===== config.mk =====
export PLATFORM = sky130hd
export DESIGN_NAME = lsu_bus_bridge
export DESIGN_NICKNAME = d
export VERILOG_FILES = /design/src/rtl/lsu_bus_bridge_pkg.sv /design/src/rtl/lsu_bus_bridge_post_buffer.sv /design/src/rtl/lsu_bus_bridge.sv
export SDC_FILE = /design/constraint.sdc
export NUM_CORES = 1
export LEC_CHECK = 0
export CORE_MARGIN = 2
export CORE_UTILIZATION = 40
export DETAILED_ROUTE_END_ITERATION = 10
export PLACE_DENSITY = 0.8
export SLEW_MARGIN = 5
export SYNTH_ARGS = -nofsm -noshare
export SYNTH_HDL_FRONTEND = slang
export SYNTH_HIERARCHICAL = 1
export SYNTH_SLANG_ARGS = --single-unit

===== constraint.sdc =====
create_clock -name clk -period 2.17 [get_ports clk]
set_input_delay 0.217 -clock clk [delete_from_list [all_inputs] [get_ports clk]]
set_output_delay 0.217 -clock clk [all_outputs]
set_load 0.03 [all_outputs]

===== src/rtl/lsu_bus_bridge_pkg.sv =====
// Shared types for the LSU-to-memory-bus bridge: bus state encoding, byte-enable type and
// word-alignment helper.
package lsu_bus_bridge_pkg;

  typedef logic [31:0] IntReg;
  typedef logic [3:0]  MemStrb;

  localparam MemStrb STRB_NONE = 4'b0000;

  typedef enum logic [1:0] {
    IDLE,
    REQ,
    WAIT_R,
    DONE
  } BridgeState;

  function automatic IntReg word_align(input IntReg addr);
    return addr & 32'hFFFF_FFFC;
  endfunction

endpackage


===== src/rtl/lsu_bus_bridge_post_buffer.sv =====
// lsu_post_buffer: one-entry posted store buffer, present only when LSU_BRIDGE_POSTED_WRITE_EN
// is defined. Push fills the entry; pop (drain accepted or aborted) empties it.
`ifdef LSU_BRIDGE_POSTED_WRITE_EN
module lsu_post_buffer
  import lsu_bus_bridge_pkg::*;
(
  input  logic        clk,
  input  logic        rst_n,
  input  logic        push_i,
  input  logic [31:0] addr_i,
  input  logic [31:0] data_i,
  input  logic [3:0]  strb_i,
  input  logic        pop_i,
  output logic        full_o,
  output logic [31:0] addr_o,
  output logic [31:0] data_o,
  output logic [3:0]  strb_o
);

  logic   full_q, full_d;
  IntReg  addr_q, addr_d;
  IntReg  data_q, data_d;
  MemStrb strb_q, strb_d;

  always_comb begin
    full_d = full_q;
    addr_d = addr_q;
    data_d = data_q;
    strb_d = strb_q;
    if (pop_i) begin
      full_d = 1'b0;
    end
    if (push_i) begin
      full_d = 1'b1;
      addr_d = addr_i;
      data_d = data_i;
      strb_d = strb_i;
    end
  end

  always_ff @(posedge clk or negedge rst_n) begin
    if (!rst_n) begin
      full_q <= 1'b0;
      addr_q <= '0;
      data_q <= '0;
      strb_q <= STRB_NONE;
    end else begin
      full_q <= full_d;
      addr_q <= addr_d;
      data_q <= data_d;
      strb_q <= strb_d;
    end
  end

  assign full_o = full_q;
  assign addr_o = addr_q;
  assign data_o = data_q;
  assign strb_o = strb_q;

endmodule
`endif


===== src/rtl/lsu_bus_bridge.sv =====
// lsu_bus_bridge: turns single-cycle LSU reads/writes into req/gnt/rvalid memory transactions,
// stalling the core until done, with bus timeout. LSU_BRIDGE_POSTED_WRITE_EN adds a posted store.
module lsu_bus_bridge
  import lsu_bus_bridge_pkg::*;
#(
  parameter int TIMEOUT_CYCLES = 255
) (
  input  logic        clk,
  input  logic        rst_n,
  input  logic [31:0] w_bus_addr,
  input  logic [31:0] w_bus_data,
  input  logic [3:0]  w_bus_strb,
  input  logic        w_bus_valid,
  input  logic [31:0] r_bus_addr,
  input  logic        r_bus_valid,
  output logic [31:0] r_bus_data,
  output logic        stall,
  output logic        bus_err,
  output logic        mem_req,
  output logic        mem_we,
  output logic [31:0] mem_addr,
  output logic [31:0] mem_wdata,
  output logic [3:0]  mem_strb,
  input  logic        mem_gnt,
  input  logic        mem_rvalid,
  input  logic [31:0] mem_rdata
);

  // Counter holds the number of cycles already waited; abort on the TIMEOUT_CYCLES-th.
  localparam int CNT_W = (TIMEOUT_CYCLES > 1) ? $clog2(TIMEOUT_CYCLES) : 1;
  localparam logic [CNT_W-1:0] CNT_LAST =
    CNT_W'((TIMEOUT_CYCLES > 0) ? TIMEOUT_CYCLES - 1 : 0);

  BridgeState       state_q, state_d;
  logic             req_q, req_d;
  logic             we_q, we_d;
  logic             err_q, err_d;
  IntReg            addr_q, addr_d;
  IntReg            wdata_q, wdata_d;
  IntReg            rdata_q, rdata_d;
  MemStrb           strb_q, strb_d;
  logic [CNT_W-1:0] cnt_q, cnt_d;

  logic   launch, l_we;
  IntReg  l_addr, l_wdata;
  MemStrb l_strb;
  logic   any_valid, timeout_hit, abort;

  assign any_valid   = w_bus_valid | r_bus_valid;
  assign timeout_hit = (TIMEOUT_CYCLES != 0) && (cnt_q == CNT_LAST);

`ifdef LSU_BRIDGE_POSTED_WRITE_EN
  logic   drain_q, drain_d;
  logic   buf_full, buf_push, buf_pop;
  IntReg  buf_addr, buf_data;
  MemStrb buf_strb;

  lsu_post_buffer u_post_buffer (
    .clk    (clk),
    .rst_n  (rst_n),
    .push_i (buf_push),
    .addr_i (w_bus_addr),
    .data_i (w_bus_data),
    .strb_i (w_bus_strb),
    .pop_i  (buf_pop),
    .full_o (buf_full),
    .addr_o (buf_addr),
    .data_o (buf_data),
    .strb_o (buf_strb)
  );

  assign buf_push = (state_q == IDLE) && !buf_full && w_bus_valid;
  assign buf_pop  = drain_q && (state_q == REQ) && (mem_gnt || timeout_hit);
`endif

  always_comb begin
    state_d = state_q;
    req_d   = req_q;
    we_d    = we_q;
    addr_d  = addr_q;
    wdata_d = wdata_q;
    strb_d  = strb_q;
    rdata_d = rdata_q;
    err_d   = 1'b0;
    cnt_d   = cnt_q;
    launch  = 1'b0;
    l_we    = 1'b0;
    l_addr  = r_bus_addr;
    l_wdata = '0;
    l_strb  = STRB_NONE;
    abort   = 1'b0;
    stall   = 1'b0;
`ifdef LSU_BRIDGE_POSTED_WRITE_EN
    drain_d = drain_q;
`endif
    case (state_q)
      IDLE: begin
`ifdef LSU_BRIDGE_POSTED_WRITE_EN
        // A buffered store always drains first; a new store is absorbed with no stall.
        stall = w_bus_valid ? buf_full : r_bus_valid;
        if (buf_full) begin
          launch  = 1'b1;
          l_we    = 1'b1;
          l_addr  = buf_addr;
          l_wdata = buf_data;
          l_strb  = buf_strb;
          drain_d = 1'b1;
        end else if (r_bus_valid && !w_bus_valid) begin
          launch  = 1'b1;
          drain_d = 1'b0;
        end
`else
        stall = any_valid;
        // Write wins when both valids are up; the read is dropped.
        if (w_bus_valid) begin
          launch  = 1'b1;
          l_we    = 1'b1;
          l_addr  = w_bus_addr;
          l_wdata = w_bus_data;
          l_strb  = w_bus_strb;
        end else if (r_bus_valid) begin
          launch = 1'b1;
        end
`endif
      end
      REQ: begin
        stall = 1'b1;
        if (mem_gnt) begin
          req_d   = 1'b0;
          cnt_d   = '0;
          state_d = we_q ? DONE : WAIT_R;
        end else if (timeout_hit) begin
          abort = 1'b1;
        end else begin
          cnt_d = cnt_q + CNT_W'(1);
        end
      end
      WAIT_R: begin
        stall = 1'b1;
        if (mem_rvalid) begin
          rdata_d = mem_rdata;
          state_d = DONE;
        end else if (timeout_hit) begin
          abort = 1'b1;
        end else begin
          cnt_d = cnt_q + CNT_W'(1);
        end
      end
      DONE: begin
        state_d = IDLE;
      end
      default: begin
        state_d = IDLE;
      end
    endcase

`ifdef LSU_BRIDGE_POSTED_WRITE_EN
    // During a background drain the core only waits if it is presenting an access.
    if (drain_q && (state_q != IDLE)) begin
      stall = any_valid;
    end
`endif

    if (launch) begin
      state_d = REQ;
      req_d   = 1'b1;
      cnt_d   = '0;
      we_d    = l_we;
      addr_d  = word_align(l_addr);
      wdata_d = l_wdata;
      strb_d  = l_strb;
    end

    if (abort) begin
      state_d = DONE;
      req_d   = 1'b0;
      rdata_d = '0;
      err_d   = 1'b1;
    end
  end

  always_ff @(posedge clk or negedge rst_n) begin
    if (!rst_n) begin
      state_q <= IDLE;
      req_q   <= 1'b0;
      we_q    <= 1'b0;
      err_q   <= 1'b0;
      addr_q  <= '0;
      wdata_q <= '0;
      rdata_q <= '0;
      strb_q  <= STRB_NONE;
      cnt_q   <= '0;
`ifdef LSU_BRIDGE_POSTED_WRITE_EN
      drain_q <= 1'b0;
`endif
    end else begin
      state_q <= state_d;
      req_q   <= req_d;
      we_q    <= we_d;
      err_q   <= err_d;
      addr_q  <= addr_d;
      wdata_q <= wdata_d;
      rdata_q <= rdata_d;
      strb_q  <= strb_d;
      cnt_q   <= cnt_d;
`ifdef LSU_BRIDGE_POSTED_WRITE_EN
      drain_q <= drain_d;
`endif
    end
  end

  assign mem_req    = req_q;
  assign mem_we     = we_q;
  assign mem_addr   = addr_q;
  assign mem_wdata  = wdata_q;
  assign mem_strb   = strb_q;
  assign r_bus_data = rdata_q;
  assign bus_err    = err_q;

endmodule


==> flow_metrics.py <==
metrics = {
    "sta": {
        "period_minus_slack_ns": 1.96,
        "setup_violations": 0,
        "fin_crit_sh_pct": 90.1,
        "setup_tns_ns": 0,
        "finalClockSkew_ns": 0.00367,
        "worst_pin_slew_ns": 0.585,
        "slew_viol_final": 0,
        "holdWs_ns": 0.422,
        "max-slew-margin-rel_pct": 61.0,
        "finalHoldViolCount": 0,
        "rsz0062_at_grt": "no",
        "fin_ws_ns": 0.215,
        "max_freq_ghz": 0.511,
    },
    "worst_setup_path": {
        "cp.required_ns": 1.95,
        "critPathTopFamily": "flip-flops",
        "path_cells": "inv_1 -> ha_1 -> o21a_1 -> nor2_1 -> nor2_1 -> clkbuf_2",
        "cpMostUsedCell": "nor2_1",
        "critPathMaxFanout": 5,
        "critical_path_class": "reg -> out",
        "crit_slowest_cell": "dfrtp_1",
        "end_kind": "primary output",
        "startpoint_type": "flop",
        "crit_buf_inv": 2,
        "critPathArrivalTime_ns": 1.74,
        "cpPeakStageDelay_ns": 0.43,
    },
    "cells_and_area": {
        "final.fill_count": 939,
        "fin_area_um2": 7650,
        "drive_gt1_share_pct": 8.21,
        "layout.cells.non_filler": 829,
        "syn_to_final_growth_pct": 57.6,
        "fin_util_pct": 64.2,
        "antenna_cells": 0,
        "layout.nets": 824,
    },
    "synth": {
        "synth_edf_count": 0,
        "synth_most_common_cell": "dfrtp_1",
        "yosys.area.top_type": "dfrtp_1",
        "synth_compound_area_share_pct": 18.7,
        "yosysTopAreaCellShare_pct": 57.2,
        "synth.avg_cell_area_um2": 10.7,
        "synth.area.top_cells": "dfrtp_1 (57%), nand2_1 (7.8%), a22o_1 (6.7%)",
        "async_flop_share_pct": 100,
        "yosys_warnings": 6,
        "synth_top_family_by_area": "compound AO/OA/AOI/OAI gates",
        "synth_fa_ha_area_share_pct": 1.80,
        "synth_xor_area_share_pct": 0,
        "synthesis.area_um2": 4850,
        "yosysSeqAreaShare_pct": 57.2,
        "synthSimpleGateAreaFrac_pct": 11.8,
        "synth-main-ff-cell": "dfrtp_1",
        "synthCells": 452,
        "synth_commonest_cells": "dfrtp_1 (111), nand2_1 (101), a22o_1 (37), o21ai_0 (37), mux2i_1 (31)",
        "ys_ff_latch": 111,
        "muxShareOfSynthArea_pct": 6.39,
        "ys_types": 36,
    },
    "route": {
        "avgViaCountPerCell": 5.04,
        "drtIter0Drc": 211,
        "drcViolationCount": 0,
        "dr.pass1.iters": 4,
        "detail-route-antenna-nets": 0,
        "num_vias": 4178,
        "wl_per_cell_um": 16.0,
        "wirelength_mm": 13.3,
    },
    "global_route": {
        "grt_pass1_wl_mm": 21.6,
        "antenna_found_initial": 0,
        "grt_max_degree": 112,
        "grt_overflow": 0,
        "groute.usage.overall_pct": 20.9,
        "grt_pass1_vias": 4278,
    },
    "clocking": {
        "numClockSinks": 111,
        "cts_tree": "yes",
        "numCtsBuffers": 9,
        "htree_levels": 3,
        "clock_latency_ns": 0.34,
        "path_clk_slew_ns": 0.07,
        "cts_root_buf": "clkbuf_16",
        "cts_buffer_depth": 2,
    },
    "placed_design": {
        "placed_cells": 814,
        "dp_slack_ns": 0.101,
        "place_congestion": 0.790,
        "port_buffers": 235,
        "hpwlAfterDp_mm": 9.77,
        "place_area_um2": 7370,
    },
    "floorplanning": {
        "ioPinCount": 242,
        "row_count": 40,
        "initial_core_util_pct": 40.8,
        "die_y_um": 114,
        "die_area_um2": 13000,
        "core_area_um2": 11900,
        "fp.dieW_um": 114,
    },
    "power": {
        "p_leak_nw": 3.24,
        "ir_drop_mv": 0.752,
        "finalPower_mw": 10.9,
        "power_density_nw_per_um2": 1430,
    },
    "run_status": {
        "status": "completed",
    },
    "min_path": {
        "hold_path.class": "in -> reg",
    },
    "run": {
        "max-cap-violations": 0,
    },
}
==> metal layers <==
metal	wire, um	share of wire [%]	vias to the layer above	track usage, %
met1	5440	41	1974	25.4
met2	6300	47	180	34.8
met5	0	0	-	0
met4	175	1.3	0	6.75
met3	1360	10	12	7.57
li1	-	-	2012	-
==> placed cells by master, fill, tap and decap left out, types with 2 or more instances in the layout <==
master and instances:
clkdlybuf4s50_1 233, dfrtp_1 111, nand2_1 101, a22o_1 37
o21ai_0 37, mux2i_1 31, a21oi_2 28, a21oi_1 12
nor2_1 10, clkbuf_16 9, buf_4 8, inv_1 7
ha_1 7, nand3_1 5, nand4_1 4, buf_12 4
nor2b_1 3, nor3_1 3, o21ai_1 3, clkbuf_1 3
o21a_1 2, a31oi_1 2, a21o_1 2, conb_1 2
==> flip-flops by register name (all words and copies together) (netlist names) <==
signal	count
mem_strb	4
mem_we	1
cnt_q	8
r_bus_data	32
bus_err	1
state_q	2
mem_addr	30
mem_req	1
mem_wdata	32
==> kinds of logic (layout without fill, tap and decap cells) <==
kind of cell	count (synthesis)	in the layout
AOI/OAI and AO/OA	127	127
adders and majority gates	7	7
buffers and inverters	39	268
DFF	111	111
muxes	31	31
other	1	2
and+or+nand+nor	136	136
==> what timing repair did <==
item,in CTS,in global routing
hold buffers,1,0
hold endpoints to repair,101,0
resized for setup,2,1
setup buffers,0,0
endpoints found under the setup margin,1,1
gates cloned,0,0
==> worst min-delay path, cell delays in order <==
cell and delay (ns):
clkdlybuf4s50_1 0.39, nand2_1 0.07, a21oi_2 0.05
==> where the power goes <==
part           internal, mW  switching (mW)  leakage (nW)
registers              2.94           0.508          1.41
logic                  2.55            3.33          1.69
clock network         0.916           0.678         0.136
==> worst paths after layout <==
| kind | slack, ns | cells past startpoint | to | start |
|---|---|---|---|---|
| setup / recovery | 0.21 | 6 | stall | state_q[1]$_DFFE_PN0P_ |
| hold / removal | 0.42 | 3 | r_bus_data[30]$_DFFE_PN0P_ | mem_rdata[30] |
| setup reg to reg | 0.23 | 6 | mem_addr[19]$_DFFE_PN0P_ | state_q[1]$_DFFE_PN0P_ |
| hold reg to reg | 0.48 | 2 | mem_addr[11]$_DFFE_PN0P_ | mem_addr[11]$_DFFE_PN0P_ |
| max in group asynchronous | 1.23 | 3 | mem_wdata[5]$_DFFE_PN0P_ | rst_n |
| min in group asynchronous | 0.49 | 3 | r_bus_data[6]$_DFFE_PN0P_ | rst_n |
==> layout make-up <==
class	instances	area, um^2	area share (%)
flip-flops and latches	111	2780	36.3
repair buffers	247	2490	32.5
multi-input cells	303	1900	24.8
clock buffers	13	250	3.27
well taps	147	184	2.40
clock inverters	1	30.0	0.392
inverters	7	26.3	0.343
(Power assumes the default switching activity.)
